<file path="config.mk">
export PLATFORM = sky130hd
export DESIGN_NAME = multicycle_controller
export DESIGN_NICKNAME = d
export VERILOG_FILES = /design/src/rtl/multicycle_controller.sv
export SDC_FILE = /design/constraint.sdc
export NUM_CORES = 1
export LEC_CHECK = 0
export ABC_AREA = 1
export CORE_MARGIN = 5
export CORE_UTILIZATION = 35
export DETAILED_ROUTE_END_ITERATION = 8
export SYNTH_ARGS = -nofsm -noshare
export SYNTH_HDL_FRONTEND = slang
export SYNTH_SLANG_ARGS = --single-unit
</file>
<file path="constraint.sdc">
create_clock -name clk -period 2.2 [get_ports clk]
set_clock_uncertainty 0.15 [all_clocks]
set_input_delay 0.44 -clock clk [delete_from_list [all_inputs] [get_ports clk]]
set_output_delay 0.44 -clock clk [all_outputs]
set_load 0.05 [all_outputs]
</file>
<file path="src/rtl/multicycle_controller.sv">
// Multicycle control unit for a reduced RV32I subset (OP / OP-IMM).
// It sequences fetch, decode, execute and writeback, and traps sticky on illegal encodings.
module multicycle_controller (
  input  logic        clk,
  input  logic        reset,
  input  logic        run_en,
  output logic        imem_req,
  input  logic        imem_ready,
  input  logic [31:0] instr,
  output logic        ir_load,
  output logic        pc_en,
  output logic        rf_we,
  output logic [4:0]  rd_addr,
  output logic [4:0]  rs1_addr,
  output logic [4:0]  rs2_addr,
  output logic [31:0] imm,
  output logic        alu_src_imm,
  output logic [3:0]  alu_op,
  output logic        illegal,
  output logic [31:0] retired,
  output logic [2:0]  state
);

  typedef enum logic [2:0] {
    S_IDLE      = 3'd0,
    S_FETCH     = 3'd1,
    S_DECODE    = 3'd2,
    S_EXECUTE   = 3'd3,
    S_WRITEBACK = 3'd4,
    S_TRAP      = 3'd5
  } state_e;

  typedef enum logic [3:0] {
    ALU_ADD  = 4'd0,
    ALU_SUB  = 4'd1,
    ALU_AND  = 4'd2,
    ALU_OR   = 4'd3,
    ALU_XOR  = 4'd4,
    ALU_SLL  = 4'd5,
    ALU_SRL  = 4'd6,
    ALU_SRA  = 4'd7,
    ALU_SLT  = 4'd8,
    ALU_SLTU = 4'd9
  } alu_op_e;

  state_e      state_q, state_d;
  logic [31:0] ir_q, ir_d;
  logic [31:0] retired_q, retired_d;
  logic        illegal_q, illegal_d;

  logic [6:0] opcode, funct7;
  logic [2:0] funct3;
  logic       is_op, is_opimm, legal, dec_src_imm;
  alu_op_e    dec_op;

  assign opcode   = ir_q[6:0];
  assign funct3   = ir_q[14:12];
  assign funct7   = ir_q[31:25];
  assign is_opimm = (opcode == 7'b0010011);
  assign is_op    = (opcode == 7'b0110011);

  assign rd_addr  = ir_q[11:7];
  assign rs1_addr = ir_q[19:15];
  assign rs2_addr = ir_q[24:20];
  assign imm      = {{20{ir_q[31]}}, ir_q[31:20]};

  // Shift-immediate forms reuse IR[31:25] as funct7; every other OP-IMM treats it as immediate.
  always_comb begin
    legal = 1'b0;
    if (is_opimm) begin
      legal = 1'b1;
      if (funct3 == 3'b001 && funct7 != 7'b0000000)
        legal = 1'b0;
      if (funct3 == 3'b101 && funct7 != 7'b0000000 && funct7 != 7'b0100000)
        legal = 1'b0;
    end else if (is_op) begin
      legal = (funct7 == 7'b0000000) ||
              (funct7 == 7'b0100000 && (funct3 == 3'b000 || funct3 == 3'b101));
    end
  end

  always_comb begin
    dec_src_imm = is_opimm;
    dec_op      = ALU_ADD;
    unique case (funct3)
      3'b000:  dec_op = (is_op && funct7[5]) ? ALU_SUB : ALU_ADD;
      3'b001:  dec_op = ALU_SLL;
      3'b010:  dec_op = ALU_SLT;
      3'b011:  dec_op = ALU_SLTU;
      3'b100:  dec_op = ALU_XOR;
      3'b101:  dec_op = funct7[5] ? ALU_SRA : ALU_SRL;
      3'b110:  dec_op = ALU_OR;
      default: dec_op = ALU_AND;
    endcase
  end

  always_ff @(posedge clk) begin
    if (reset) begin
      state_q   <= S_IDLE;
      ir_q      <= '0;
      retired_q <= '0;
      illegal_q <= 1'b0;
    end else begin
      state_q   <= state_d;
      ir_q      <= ir_d;
      retired_q <= retired_d;
      illegal_q <= illegal_d;
    end
  end

  always_comb begin
    state_d = state_q;
    unique case (state_q)
      S_IDLE:      if (run_en) state_d = S_FETCH;
      S_FETCH:     if (imem_ready) state_d = S_DECODE;
      S_DECODE:    state_d = legal ? S_EXECUTE : S_TRAP;
      S_EXECUTE:   state_d = S_WRITEBACK;
      S_WRITEBACK: state_d = run_en ? S_FETCH : S_IDLE;
      S_TRAP:      state_d = S_TRAP;
      default:     state_d = S_IDLE;
    endcase
  end

  always_comb begin
    imem_req    = 1'b0;
    ir_load     = 1'b0;
    pc_en       = 1'b0;
    rf_we       = 1'b0;
    alu_op      = '0;
    alu_src_imm = 1'b0;
    unique case (state_q)
      S_FETCH: begin
        imem_req = 1'b1;
        ir_load  = imem_ready;
      end
      S_EXECUTE: begin
        alu_op      = dec_op;
        alu_src_imm = dec_src_imm;
      end
      S_WRITEBACK: begin
        alu_op      = dec_op;
        alu_src_imm = dec_src_imm;
        pc_en       = 1'b1;
        rf_we       = (rd_addr != 5'd0);
      end
      default: ;
    endcase
  end

  assign ir_d      = ir_load ? instr : ir_q;
  assign retired_d = pc_en ? retired_q + 32'd1 : retired_q;
  assign illegal_d = illegal_q | (state_q == S_DECODE && !legal);

  assign retired = retired_q;
  assign illegal = illegal_q;
  assign state   = state_q;

endmodule

</file>
==> results of run 1 <==
==> worst min-delay path, delay by kind of cell, from the launching register on <==
family	cells	cell delay, ps
AO/OA/AOI/OAI	1	60
flip-flops	1	300
buffers and inverters	1	50
==> kinds of logic after synthesis <==
family / share of synthesized area
adders and majority gates: 0.003352
and+or+nand+nor: 0.3305
buffers and inverters: 0.1770
xor gates and xnor gates: 0.007041
AOI/OAI and AO/OA: 0.1173
DFF: 0.3647
==> per-stage QoR <==
step	TNS, ps	setup slack [ps]	util
finish	0	41.13	0.5140
global route	-8.069	-8.069	0.5138
CTS	0	4.025	0.5094
detailed placement	0	313.4	0.4914
global placement	0	355.5	0.4914
floorplan	-32.32	-14.66	-
==> placed cells by master (no fill, tap or decap) <==
master                            synthesis  final
sky130_fd_sc_hd__dfxtp_2                  0      4
sky130_fd_sc_hd__nand3_2                  1      1
sky130_fd_sc_hd__dlymetal6s2s_1           0      8
sky130_fd_sc_hd__or4_1                    1      1
sky130_fd_sc_hd__clkbuf_8                 0     10
sky130_fd_sc_hd__buf_4                   47     28
sky130_fd_sc_hd__nor3_4                   0      2
sky130_fd_sc_hd__a21oi_1                 32     31
sky130_fd_sc_hd__nor2_2                   5      8
sky130_fd_sc_hd__buf_12                   0     32
sky130_fd_sc_hd__nand2_2                  5      5
sky130_fd_sc_hd__ha_1                     1      1
sky130_fd_sc_hd__o21ai_1                 14     15
sky130_fd_sc_hd__nor2_4                   3      4
sky130_fd_sc_hd__clkinvlp_4               0      1
sky130_fd_sc_hd__inv_6                    0      2
sky130_fd_sc_hd__dfxtp_4                  0      1
sky130_fd_sc_hd__inv_1                   53     50
sky130_fd_sc_hd__dfxtp_1                 68     63
sky130_fd_sc_hd__clkinv_2                 0      1
sky130_fd_sc_hd__nand3_1                 22     22
sky130_fd_sc_hd__o21ai_2                  0      1
sky130_fd_sc_hd__nand2_1                123    123
sky130_fd_sc_hd__xor2_1                   3      3
sky130_fd_sc_hd__nor3_1                   7      4
sky130_fd_sc_hd__o21bai_1                 1      1
sky130_fd_sc_hd__buf_6                    5      1
sky130_fd_sc_hd__clkdlybuf4s50_1          0     64
sky130_fd_sc_hd__o21ai_0                 40     38
sky130_fd_sc_hd__nor3_2                   1      2
sky130_fd_sc_hd__clkinv_4                 0      2
sky130_fd_sc_hd__inv_2                    4      7
sky130_fd_sc_hd__nand4_1                  3      3
sky130_fd_sc_hd__diode_2                  0      1
sky130_fd_sc_hd__dlygate4sd2_1            0      2
sky130_fd_sc_hd__a21oi_4                  0      1
sky130_fd_sc_hd__nor2_1                 129    125
==> flip-flops by register name (all words and copies together), names as in the netlist <==
name     count
illegal      1
ir_q        32
retired     32
state        3
==> layout make-up <==
cell class | count | area, um^2 | area share
Multi-Input combinational cell | 391 | 1768 | 0.3317
Timing Repair Buffer | 135 | 1620 | 0.3040
Antenna cell | 1 | 2.502 | 0.0004695
Clock inverter | 6 | 47.55 | 0.008920
Inverter | 57 | 214.0 | 0.04014
Sequential cell | 68 | 1370 | 0.2570
Tap cell | 136 | 170.2 | 0.03192
Clock buffer | 10 | 137.6 | 0.02582
==> timing repair <==
item                                    4_1_cts  5_1_grt
endpoints found under the setup margin        7       13
gates cloned                                  0        0
gates resized for setup                       6       18
==> worst paths after layout <==
check                           slack, ps       start  cells after the start           to
worst max-delay path                   40  retired[5]                      1   retired[5]
worst min-delay path                  300     ir_q[3]                      2      ir_q[3]
worst max register to register        440    state[1]                     10  retired[25]
worst min register to register        300     ir_q[3]                      2      ir_q[3]
==> where the power goes <==
part           switching (mW)  internal, mW
Combinational           0.829         0.520
Clock                   0.509         0.449
Sequential             0.0752          1.33
Total                    1.41          2.29
==> per-layer routing <==
metal,global-route usage,part of all wire,wire [um],vias up
met1,0.2024,0.44,4681,1637
li1,-,-,-,1931
met4,0.03926,0.0045,48,0
met5,0,0,0,-
met3,0.03743,0.053,565,4
met2,0.2974,0.50,5266,88
==> results.md, run 1 <==
* Run status: complete, no violations
* Power per cell area at a little under 700 nW/um^2
* Dominant cells by area after synthesis: sky130_fd_sc_hd__dfxtp_1, sky130_fd_sc_hd__nor2_1, sky130_fd_sc_hd__nand2_1
* Most area-hungry cell type in the Yosys netlist: sky130_fd_sc_hd__dfxtp_1
* First-pass GRT wire length at about 17000 um
* Sequential fraction of the synthesis area at 0.3647
* RePlAce Congestion at 0.8547
* Clock transition at the registers of the reported paths at roughly 80 ps
* Area of placed instances at 5096 um^2
* Fraction of final layout cells sized beyond drive strength 1 at 0.1694
* Fin cells at 804
* Top-area cell type share of the netlist area at 0.3647
* Async S/R FF share, synth at 0
* Die extent in y at 113.3 um
* Mean instance size in the synthesized netlist at 6.457 um^2
* Class of the most critical hold timing path: register to register
* Total standard cell area after synthesis at 3732 um^2
* Synth unique cells at 23
* DP HPWL at 8190 um
* WP buf/inv at 1
* Most instantiated flip-flop cell in the synthesis netlist: sky130_fd_sc_hd__dfxtp_1
* Wire per inst at approximately 13 um
* Number of buffers inserted by post-CTS setup repair at 0
* Category of the most critical setup path: register to primary output
* Largest net degree at the start of global routing at 44
* Kind of start point of the critical path: register
* Setup crit end kind: primary output
* GRT Util Overall at 0.1663
* Congestion Overflow GR at 0
* Kind of cell adding the most delay to the critical path: buffers and inverters
* Total of max-cap violations at 0
* Arrival time at the worst endpoint at 1570 ps
* Number of clock sinks seen by CTS at a little under 70
* Leading cell types by count after synthesis: sky130_fd_sc_hd__nor2_1, sky130_fd_sc_hd__nand2_1, sky130_fd_sc_hd__dfxtp_1
* Initial core utilization at 0.3599
* Number of nets still failing antenna checks after routing at 0
* Area growth, synth to finish at 42.81%
* CP max stage delay at roughly 830 ps
* CTS H-tree depth at 3
* Library cell contributing the largest single delay on the critical path: sky130_fd_sc_hd__clkdlybuf4s50_1
* Rows at 37
* Worst vdd rail ir drop at 0.3640 mV
* Area of the core region at 10370 um^2
* Max Root-Sink Buffers at 2
* Leakage component of the power at 2.121 nW
* Number of instances in the synthesized netlist at 578
* Source-to-sink clock delay at the later pin of the worst-skew pair at 340 ps
* Number of DRC violations after detailed routing at 0
* Width of the chip at 113.3 um
* Post-detailed-route via-to-cell ratio at 4.552
* CP required at ~1600 ps
* TritonCTS clock tree: done
* Drt initial violations at ~240
* Final count of hold timing violations at 0
* DIE AREA at 12830 um^2
* Count of placed standard cells including taps at 787
* Number of nets in the layout at about 700
* Highest Clock Rate at 463.2 MHz
* Number of synthesis warnings at 0
* RSZ-0062 raised after global routing: true
* Number of placed I/O pins at roughly 130
* Count of final max-slew check failures at 0
* Worst slack on hold paths at 301.0 ps
* Worst slew pin tran at 527.6 ps
* Number of detailed-route iterations in the first pass at 5
* CP Max Fanout at 4
* CTS Root Cell: sky130_fd_sc_hd__clkbuf_8
* Hold buffers post-CTS at 0
* Number of global-route vias before repair at 3410
* Worst path cell trace: clkdlybuf4s50_1
* Number of nets produced by synthesis at just over 600
* Worst relative slew slack at 0.6472
* Total Power Consumption at 3.708 mW
* Shortest clock period the worst path allows after layout at 2159 ps
* Final setup violation count at 0
* Antenna violations before repair at 0
* Total wirelength of the detailed-routed design at 10560 um
* Register bit total from synthesis at 68
* Filler instances at ~1000
* TritonCTS buffer count at 9
* Post-route cell area at 5330 um^2
* Cell with the most instances after synthesis: sky130_fd_sc_hd__nor2_1
* Crit share post-route at 0.9813
* Total number of vias at between 3000 and 4000
* Port buffer count at 127
* Post-synth EDFFs at 0
Note: power is estimated with default switching activity, not from simulation.
==> inputs of run 2 (changes only) <==
- PLACE_DENSITY: default -> 0.67
- SLEW_MARGIN: default -> 20
- clock period: 2.2 -> 1.8 ns (I/O delays scaled with it)
==> run 2 against run 1 <==
  * The flow now finishes with violations (negative setup slack)
  * Sequential power is 24% higher
  * Via count grew 7.7%
  * Sequential share of layout area shrank 3.0 points
  * Largest power group is now combinational cells
  * Highest routed layer unchanged
==> results.md, run 2 (synthesis gave the netlist of run 1 again) <==
* Run status: complete, but fails checks
* Failing checks: negative setup slack
* Kind of cell adding the most delay to the critical path: simple AND/OR/NAND/NOR gates
* Fraction of final layout cells sized beyond drive strength 1 at 0.3173 (+0.1479)
* Number of DRC violations after detailed routing at 0 (unchanged)
* Number of nets in the layout at 738 (+5.6%)
* Area growth, synth to finish at 64.16%
* Highest Clock Rate at 488.8 MHz
* Switch share at 0.3704 (-0.01082)
* Setup TNS at -1171 ps (-1171 ps)
* RePlAce Congestion at 0.8273 (-3.2%)
* Fin cells at 842 (+4.7%)
* Setup WS post-layout at -245.8 ps (-286.9 ps)
* TritonCTS clock tree: done
* Internal Pwr Total at 3.117 mW (+36%)
* Part of the power in registers at 0.348 (-0.030)
* RSZ-0062 raised after global routing: true
* Crit share post-route at 1.137
* CTS H-tree depth at 3 (unchanged)
* Final count of hold timing violations at 0 (unchanged)
* DP HPWL at 8456 um (+3.3%)
* Rows at 37 (unchanged)
* Library cell contributing the largest single delay on the critical path: sky130_fd_sc_hd__or4_4
* Largest net degree at the start of global routing at 54 (+23%)
* Die extent in y at 113.3 um (unchanged)
* Class of the most critical hold timing path: register to register
* Port buffer count at 127 (unchanged)
* Number of nets still failing antenna checks after routing at 0 (unchanged)
* Worst slew pin tran at 403.6 ps (-124.0 ps)
* GRT Util Overall at 0.1788 (+0.01244)
* Clock power frac at 0.272 (+0.014)
* Area of the core region at 10370 um^2 (unchanged)
* Post-detailed-route via-to-cell ratio at 4.681 (+2.8%)
* DIE AREA at 12830 um^2 (unchanged)
* Utilization of the core after routing at 0.5909 (+0.07686)
* WP buf/inv at 2 (+1)
* Power per cell area at 807.9 nW/um^2 (+16%)
* Count of placed standard cells including taps at 812 (+3.2%)
* First-pass GRT wire length at 18610 um (+7.3%)
* Leakage component of the power at 2.372 nW (+12%)
* Clock transition at the registers of the reported paths at 70 ps (about the same)
* Total of max-cap violations at 0 (unchanged)
* CP Max Fanout at 2 (-2)
* Final setup violation count at 8 (+8)
* Setup crit end kind: primary output
* CTS Root Cell: sky130_fd_sc_hd__clkbuf_8
* Count of final max-slew check failures at 0 (unchanged)
* Number of detailed-route iterations in the first pass at 4 (-1)
* TritonCTS buffer count at 9 (unchanged)
* Category of the most critical setup path: register to primary output
* Total number of vias at 3941 (+7.7%)
* Most common library cell in the layout ignoring fill and taps: sky130_fd_sc_hd__nor2_1
* Congestion Overflow GR at 0 (unchanged)
* Wire per inst at 13.59 um (+3.5%)
* Worst path cell trace: or4_4, o21ai_2, inv_2, buf_12
* Width of the chip at 113.3 um (unchanged)
* Gate power share at 0.379 (+0.015)
* Worst vdd rail ir drop at 0.4640 mV (+27%)
* Arrival time at the worst endpoint at 1540 ps (-30 ps)
* Source-to-sink clock delay at the later pin of the worst-skew pair at 350 ps (about the same)
* Number of placed I/O pins at 128 (unchanged)
* Hold buffers post-CTS at 0 (unchanged)
* Total Power Consumption at 4.950 mW (+33%)
* Max Root-Sink Buffers at 2 (unchanged)
* Shortest clock period the worst path allows after layout at 2046 ps
* Net switching power of the design at 1.833 mW (+30%)
* Antenna violations before repair at 0 (unchanged)
* Drt initial violations at 254 (+4.5%)
* Total wirelength of the detailed-routed design at 11440 um (+8.4%)
* Kind of start point of the critical path: register
* Commonest non-fill, non-tap cells in the layout: sky130_fd_sc_hd__nor2_1, sky130_fd_sc_hd__nand2_1, sky130_fd_sc_hd__buf_4, sky130_fd_sc_hd__buf_12, sky130_fd_sc_hd__dfxtp_1
* CP required at 1290 ps (-320 ps)
* # diodes at 0 (-1)
* CP max stage delay at 530 ps (-300 ps)
* Number of clock sinks seen by CTS at 68 (unchanged)
* Number of global-route vias before repair at 3797 (+11%)
* Worst relative slew slack at 0.7295 (+0.08232)
* Initial core utilization at 0.3599 (unchanged)
-- run 2: changes by cell type in the layout (fill, tap and decap cells not counted), sizes merged --
cell / delta
diode: -1
dlymetal6s2s: -8
clkbuf: +1
clkdlybuf4s50: -29
dlygate4sd2: -2
bufinv: +1
clkinv: -2
buf: +78
-- run 2: final timing paths --
check             slack, ps      from          end  depth (start not counted)
setup / recovery       -250   ir_q[7]        rf_we                          4
hold / removal          310   illegal      illegal                          2
setup reg to reg         80  state[2]  retired[24]                         12
hold reg to reg         310   illegal      illegal                          2
-- run 2: power groups by stage --
stage / sequential, mW / clock (mW) / combinational [mW]
finish: 1.73 / 1.35 / 1.88
global route: 1.74 / 1.45 / 1.98
CTS: 1.72 / 1.38 / 1.82
detailed placement: 1.74 / 0 / 1.74
global placement: 1.73 / 0 / 1.72
floorplan: 1.79 / 0 / 1.12
-- run 2: timing repair --
item	CTS	global route
setup endpoints to repair	9	24
buffers inserted	6	9
gates cloned	0	0
pin swaps	10	13
gates resized for setup	37	30
-- run 2: area by class of cell --
cell class,count,area (um^2)
Fill cell,911,4243
Sequential cell,68,1391
Tap cell,136,170.2
Inverter,57,231.5
Timing Repair Buffer,174,2237
Clock buffer,11,151.4
Multi-Input combinational cell,391,1888
Clock inverter,5,57.56
-- run 2: metal layers --
metal	vias up	wire length, um	global-route usage
li1	2013	-	-
met5	-	0	0
met4	0	209	0.05769
met2	120	5596	0.2978
met1	1788	4961	0.2281
met3	20	675	0.04225
-- run 2: worst min-delay path, stage by stage, from the launching register on --
cell                      delay, ps
sky130_fd_sc_hd__dfxtp_1        320
sky130_fd_sc_hd__inv_1           50
sky130_fd_sc_hd__a21oi_1         50
-- run 2: stage by stage --
step	setup slack, ps	hold WS [ps]	area [um^2]
after global placement	60.64	290.4	5628
after floorplan	-286.2	279.2	3815
final	-245.8	311.4	6127
after CTS	-273.7	310.3	5981
after global routing	-298.3	337.4	6127
after detailed placement	-9.419	299.6	5628
